File: src/rtl/l_stages_pkg.sv
// -----------------------------------------------------------------------------
// l_stages_pkg
//
// Shared definitions for the L-stage launch controller: the controller FSM
// state encoding and the default sizing constants used by l_stages_ctrl.
//
// Contents:
//   DEF_NUM_UNITS  default number of butterfly units driven
//   DEF_STAGE_W    default width of a stage index
//   DEF_CNT_W      default width of the stage-count input
//   state_t        controller state (IDLE must encode as zero)
// -----------------------------------------------------------------------------
package l_stages_pkg;

  localparam int DEF_NUM_UNITS = 4;
  localparam int DEF_STAGE_W   = 32;
  localparam int DEF_CNT_W     = 8;

  // IDLE is all-zeros so a freshly reset state register reads as idle.
  typedef enum logic [1:0] {
    ST_IDLE   = 2'd0,
    ST_LAUNCH = 2'd1,
    ST_WAIT   = 2'd2,
    ST_DONE   = 2'd3
  } state_t;

endpackage : l_stages_pkg

File: src/rtl/bf_launch_slot.sv
// -----------------------------------------------------------------------------
// bf_launch_slot
//
// Per-unit launch bookkeeping for one butterfly unit. Holds the "launched"
// and "finished" flags for the current stage, decodes the unit's start
// request from registered state only, and reports same-cycle accept and
// done-capture events so the controller can close a phase without waiting
// an extra cycle for the flags to update.
//
// Ports:
//   i_clk           clock, rising edge
//   i_rst           synchronous active-high reset
//   i_clear         clear both flags (new run or next stage)
//   i_launch_phase  controller is in LAUNCH (registered decode)
//   i_capture_en    controller is in LAUNCH or WAIT
//   i_bf_ready      unit ready (accepts a start this cycle)
//   i_bf_done       unit done pulse
//   o_bf_start      start request to the unit
//   o_accept_now    start accepted this cycle
//   o_captured_now  done counted this cycle
//   o_launched      launched flag (registered)
//   o_finished      finished flag (registered)
// -----------------------------------------------------------------------------
module bf_launch_slot (
  input  logic i_clk,
  input  logic i_rst,
  input  logic i_clear,
  input  logic i_launch_phase,
  input  logic i_capture_en,
  input  logic i_bf_ready,
  input  logic i_bf_done,
  output logic o_bf_start,
  output logic o_accept_now,
  output logic o_captured_now,
  output logic o_launched,
  output logic o_finished
);

  logic r_launched;
  logic r_finished;

  // Start comes only from registers, so it is glitch-free and independent
  // of the unit's own ready/done inputs.
  assign o_bf_start     = i_launch_phase & ~r_launched;
  assign o_accept_now   = o_bf_start & i_bf_ready;

  // A done only counts for a unit that is launched, or is being launched in
  // this very cycle; anything else is a stray pulse and is dropped.
  assign o_captured_now = i_capture_en & i_bf_done & (r_launched | o_accept_now);

  assign o_launched     = r_launched;
  assign o_finished     = r_finished;

  // NOTE: state registers use non-blocking assignment so every flop samples
  // the pre-edge values, independent of statement order.
  always_ff @(posedge i_clk) begin
    if (i_rst || i_clear) begin
      r_launched <= 1'b0;
      r_finished <= 1'b0;
    end else begin
      if (o_accept_now)   r_launched <= 1'b1;
      if (o_captured_now) r_finished <= 1'b1;
    end
  end

endmodule : bf_launch_slot

File: src/rtl/l_stages_ctrl.sv
// -----------------------------------------------------------------------------
// l_stages_ctrl
//
// Launch controller for the L-stage butterfly array. Accepts one ap_ctrl
// start carrying a base stage index and a stage count, then runs that many
// consecutive stages. In each stage every butterfly unit is started with a
// real start/ready handshake and its done pulse is collected; the next stage
// begins only once all units have finished. A single ap_done pulse marks the
// end of the last stage. A stage count of zero completes immediately.
//
// Parameters:
//   NUM_UNITS  number of butterfly units (>= 1)
//   STAGE_W    stage index width
//   CNT_W      stage count width
//
// Ports:
//   ap_clk       clock, rising edge
//   ap_rst       synchronous active-high reset
//   ap_start     run request, sampled only while idle
//   ap_ready     same as ap_done
//   ap_done      one-cycle completion pulse
//   ap_idle      high while idle
//   stage_base   first stage index, latched at start
//   stage_count  number of stages, latched at start
//   bf_stage     per-unit stage index (all slices carry the current stage)
//   bf_start     per-unit start request
//   bf_ready     per-unit ready (accepts start)
//   bf_done      per-unit done pulse
// -----------------------------------------------------------------------------
module l_stages_ctrl
  import l_stages_pkg::*;
#(
  parameter int NUM_UNITS = DEF_NUM_UNITS,
  parameter int STAGE_W   = DEF_STAGE_W,
  parameter int CNT_W     = DEF_CNT_W
) (
  input  logic                         ap_clk,
  input  logic                         ap_rst,
  input  logic                         ap_start,
  output logic                         ap_ready,
  output logic                         ap_done,
  output logic                         ap_idle,
  input  logic [STAGE_W-1:0]           stage_base,
  input  logic [CNT_W-1:0]             stage_count,
  output logic [NUM_UNITS*STAGE_W-1:0] bf_stage,
  output logic [NUM_UNITS-1:0]         bf_start,
  input  logic [NUM_UNITS-1:0]         bf_ready,
  input  logic [NUM_UNITS-1:0]         bf_done
);

  state_t             r_state;
  state_t             w_state_nxt;
  logic [STAGE_W-1:0] r_cur_stage;
  logic [CNT_W-1:0]   r_remaining;

  logic w_load;     // latch base/count at an accepted start
  logic w_advance;  // step to the next stage
  logic w_clear;    // clear all per-unit flags

  logic w_launch_phase;
  logic w_capture_en;

  logic [NUM_UNITS-1:0] w_accept_now;
  logic [NUM_UNITS-1:0] w_captured_now;
  logic [NUM_UNITS-1:0] w_launched;
  logic [NUM_UNITS-1:0] w_finished;

  logic w_all_launched;
  logic w_all_finished;

  assign w_launch_phase = (r_state == ST_LAUNCH);
  assign w_capture_en   = (r_state == ST_LAUNCH) || (r_state == ST_WAIT);

  // Include this cycle's events so a phase closes the same cycle its last
  // accept or done arrives.
  assign w_all_launched = &(w_launched | w_accept_now);
  assign w_all_finished = &(w_finished | w_captured_now);

  // ---------------------------------------------------------------------------
  // Per-unit launch slots and stage fan-out
  // ---------------------------------------------------------------------------
  for (genvar gi = 0; gi < NUM_UNITS; gi++) begin : g_slot
    bf_launch_slot u_slot (
      .i_clk          (ap_clk),
      .i_rst          (ap_rst),
      .i_clear        (w_clear),
      .i_launch_phase (w_launch_phase),
      .i_capture_en   (w_capture_en),
      .i_bf_ready     (bf_ready[gi]),
      .i_bf_done      (bf_done[gi]),
      .o_bf_start     (bf_start[gi]),
      .o_accept_now   (w_accept_now[gi]),
      .o_captured_now (w_captured_now[gi]),
      .o_launched     (w_launched[gi]),
      .o_finished     (w_finished[gi])
    );

    assign bf_stage[gi*STAGE_W +: STAGE_W] = r_cur_stage;
  end

  // ---------------------------------------------------------------------------
  // FSM next-state / control decode
  // ---------------------------------------------------------------------------
  // NOTE: every signal driven here gets a default first, so no path through
  // the case statement can leave one unassigned and infer a latch.
  always_comb begin
    w_state_nxt = r_state;
    w_load      = 1'b0;
    w_advance   = 1'b0;
    w_clear     = 1'b0;

    case (r_state)
      ST_IDLE: begin
        if (ap_start) begin
          w_load      = 1'b1;
          w_clear     = 1'b1;
          w_state_nxt = (stage_count == '0) ? ST_DONE : ST_LAUNCH;
        end
      end

      ST_LAUNCH: begin
        if (w_all_launched) w_state_nxt = ST_WAIT;
      end

      ST_WAIT: begin
        if (w_all_finished) begin
          // remaining is at least 1 here; it is never stepped below 1.
          if (r_remaining > CNT_W'(1)) begin
            w_advance   = 1'b1;
            w_clear     = 1'b1;
            w_state_nxt = ST_LAUNCH;
          end else begin
            w_state_nxt = ST_DONE;
          end
        end
      end

      ST_DONE: begin
        w_state_nxt = ST_IDLE;
      end

      default: begin
        w_state_nxt = ST_IDLE;
      end
    endcase
  end

  // ---------------------------------------------------------------------------
  // State, stage index and remaining-count registers
  // ---------------------------------------------------------------------------
  always_ff @(posedge ap_clk) begin
    if (ap_rst) begin
      r_state     <= ST_IDLE;
      r_cur_stage <= '0;
      r_remaining <= '0;
    end else begin
      r_state <= w_state_nxt;
      if (w_load) begin
        r_cur_stage <= stage_base;
        r_remaining <= stage_count;
      end else if (w_advance) begin
        // Stage index wraps silently modulo 2^STAGE_W.
        r_cur_stage <= r_cur_stage + STAGE_W'(1);
        r_remaining <= r_remaining - CNT_W'(1);
      end
    end
  end

  // ---------------------------------------------------------------------------
  // ap_ctrl outputs, decoded from the state register
  // ---------------------------------------------------------------------------
  assign ap_done  = (r_state == ST_DONE);
  assign ap_ready = ap_done;
  assign ap_idle  = (r_state == ST_IDLE);

endmodule : l_stages_ctrl

File: config.mk
export PLATFORM = sky130hd
export DESIGN_NAME = l_stages_ctrl
export DESIGN_NICKNAME = d
export VERILOG_FILES = /design/src/rtl/l_stages_pkg.sv /design/src/rtl/bf_launch_slot.sv /design/src/rtl/l_stages_ctrl.sv
export SDC_FILE = /design/constraint.sdc
export NUM_CORES = 1
export LEC_CHECK = 0
export CAP_MARGIN = 20
export CORE_MARGIN = 3
export CORE_UTILIZATION = 37
export CTS_CLUSTER_SIZE = 14
export DETAILED_ROUTE_END_ITERATION = 8
export MAX_ROUTING_LAYER = met4
export PLACE_DENSITY = 0.89
export SLEW_MARGIN = 15
export SYNTH_ARGS = -nofsm -noshare
export SYNTH_HDL_FRONTEND = slang
export SYNTH_HIERARCHICAL = 1
export SYNTH_SLANG_ARGS = --single-unit
File: constraint.sdc
create_clock -name ap_clk -period 2.6 [get_ports ap_clk]
set_clock_uncertainty 0.1 [all_clocks]
set_input_delay 0.78 -clock ap_clk [delete_from_list [all_inputs] [get_ports ap_clk]]
set_output_delay 0.78 -clock ap_clk [all_outputs]
set_load 0.005 [all_outputs]
==> results by group <==
Clock tree
  – CTS Buf Count: 5
  – CTS clk-pin slew, worst paths: between 100 and 150 ps
  – TritonCTS clock tree: done
  – H-tree depth: 2
  – CTS Hold Bufs: 0
  – Clk root buf: clkbuf_8
  – Clock Latency Late Sink: just over 300 ps
  – Clock tree buffer depth: 2
  – CTS Sinks: 50

Power
  – Power Density: approximately 800 nW/um^2
  – Sequential Power Share: roughly 30%
  – Internal: 2740 uW
  – Switching power: 1680 uW
  – Total design power: 4420 uW
  – Switching share of total power: 38.1%
  – Clock power frac: around 11%
  – Comb power frac: 58.6%
  – VDD IR max: approximately 420 uV
  – LEAKAGE: 0.00202 uW

Yosys
  – Post-Synthesis Net Count: ~500
  – Synthesized cell area: 3700 sq um
  – Synth cell count leaders: 97 x buf_4, 51 x nor2_1, 50 x dfxtp_1
  – Most common flop cell mapped by yosys: dfxtp_1
  – Synth top area cells: dfxtp_1 27%, buf_4 20%, a211oi_1 7.3%
  – Sequential area share after synthesis: 27.1%
  – Warnings from Yosys: 6
  – Area leader, netlist: dfxtp_1
  – Cells after Synth: 440
  – Number of enable flip-flop cells after synthesis: 0
  – Most common cell in the netlist: buf_4
  – Yosys cell types: 49
  – Syn Area/Cell: 8.41 sq um
  – Yosys top cell area share: 27.1%
  – Synthesized flop and latch total: 50
  – Fraction of registers with async set/reset: 0%

Placed design
  – Routability Congestion: 0.846
  – Dpl hpwl: between 8 and 9 mm
  – Port bufs: 185

Critical path
  – Kind of critical path: register to output pin
  – Nature of the critical path startpoint: register
  – CP max FO: 6
  – CP Data Arrival Time: ~1700 ps
  – Slowest Stage Delay on Critical Path: 550 ps
  – Crit path cell chain: inv_2 > ha_4 > nor2b_1 > clkdlybuf4s50_1
  – Critical path's slowest cell: clkdlybuf4s50_1
  – Setup crit end kind: output pin
  – Buffers & Inverters on Critical Path: 2
  – Worst path top cell family by delay: buffers and inverters
  – Critical Path RT: between 1500 and 2000 ps

Timing
  – Max Fclk: 390 MHz
  – Headroom to the max-slew limit: between 60 and 70%
  – Slew Limit Fails: 0
  – Worst-Margin Slew: just over 500 ps
  – Final min period: 2570 ps
  – Hold Fails Final Rpt: 0
  – Final setup vio count: 0
  – Post-route clock period utilization: 98.7%

GRT
  – GR Overflow Total: 0
  – Vias in the first global route: about 3500
  – GRT Total Usage: 19.2%
  – Global-route wire length before repair: ~17 mm
  – Pin count of the biggest net entering global routing: 47
  – Initial antenna violation count: 0

Floorplan
  – Row cnt: 35
  – DIE HEIGHT: around 110 microns
  – Top-level I/O count: about 190
  – Die ar.: 11200 sq um
  – Core area: 9460 sq um
  – Initial Util: 39.1%
  – DIE WIDTH: 106 microns

Layout
  – Final core occ: 58.4%
  – Area grow syn2layout: 49.3%
  – Filler cell count: 784
  – ANT cells: 0
  – Ratio of cells with drive above 1 in the final layout: 18.8%
  – # nets final: 610

Detailed routing
  – Vias/cell: 5.26
  – Final WL: about 12 mm
  – Vias: 3586
  – Wire per inst: 17.0 microns
  – Pre-Repair DR Iteration Count: 4
  – DRT iter0 DRCs: 169
  – Remaining DRCs: 0
  – DRT antenna net count: 0

Hold path
  – HP Class: register to register

Job
  – Max-cap violations: 0

Status
  – Status: completed
cells by family after synthesis:
kind of cell	share of synthesized area, %
AO/OA/AOI/OAI	15.8
XOR/XNOR	8.29
adder cells (fa/ha/maj)	2.37
buffers and inverters	24.0
flip-flops	27.1
multiplexers	0.271
AND/OR/NAND/NOR	22.2
state kept, by name (all words and copies together), names as in the netlist:
| signal | cells |
|---|---|
| g_slot.u_slot/o_finished | 4 |
| r_remaining | 8 |
| r_cur_stage | 32 |
| g_slot.u_slot/o_launched | 4 |
| r_state | 2 |
worst paths after layout:
check	startpoint	to	slack, ps	depth (start not counted)
worst max-delay path	r_state[1]	bf_start[2]	30	4
worst max register to register	r_state[0]	r_cur_stage[23]	70	10
worst min register to register	r_state[1]	r_state[1]	430	2
worst min-delay path	r_state[1]	r_state[1]	430	2
per-layer routing:
metal	up-vias	share of wire (%)	track usage (%)
li1	1682	-	-
met3	19	5.8	3.04
met1	1724	40	22.4
met5	-	0	-
met4	0	2.1	5.18
met2	161	52	34.4
area by class of cell:
type	instances	area (sq um)	share of cell area [%]
clock inverter	3	28.8	0.521
tap	129	161	2.92
multi-input combinational	266	2050	37.2
inverter	7	26.3	0.476
clock buffer	5	68.8	1.25
sequential	50	1000	18.2
timing repair buffer	222	2180	39.5
through the flow:
step                setup TNS, ps  cells  area [sq um]  setup WS (ps)  hold slack (ps)
finish                          0    682          5520           34.7              432
global route                -35.3    682          5520          -18.0              489
CTS                         -6.28    677          5270          -6.28              453
detailed placement         -14380    665          5070           -455              432
global placement           -12070    665          5070           -357              415
floorplan                       0    440          3700           98.9              398
worst reg2reg max path: stages, from the launching register on:
cell	delay, ps
dfxtp_2	390
inv_1	100
ha_4	310
nand2_2	80
nor2_2	130
o22a_1	220
nand4_4	220
buf_4	230
nor4_2	330
xnor2_1	110
a211oi_1	230
placed cells by master, fill, tap and decap left out, types with 6 or more instances in the layout:
master,n
inv_1,6
nand2_1,12
nand3_1,12
and3_1,6
buf_4,34
nand4_1,9
nor2_1,46
nor4_2,7
xnor2_1,27
xor2_1,6
nor3_1,20
clkdlybuf4s50_1,176
a211oi_1,33
dfxtp_1,48
dlymetal6s2s_1,7
power by group through the flow:
stage          registers, uW  clock network (uW)  logic [uW]
2_1_floorplan           1260                   0        1510
3_3_place_gp            1310                   0        2390
3_5_place_dp            1340                   0        2440
4_1_cts                 1330                 503        2490
5_1_grt                 1390                 527        2770
6_report                1340                 489        2590
repair_timing:
action,CTS,global route
resized for setup,14,42
setup endpoints to repair,20,50
gates cloned,0,1
pin swaps,4,23
setup buffers,4,4
Note: power is estimated with default switching activity, not from simulation.
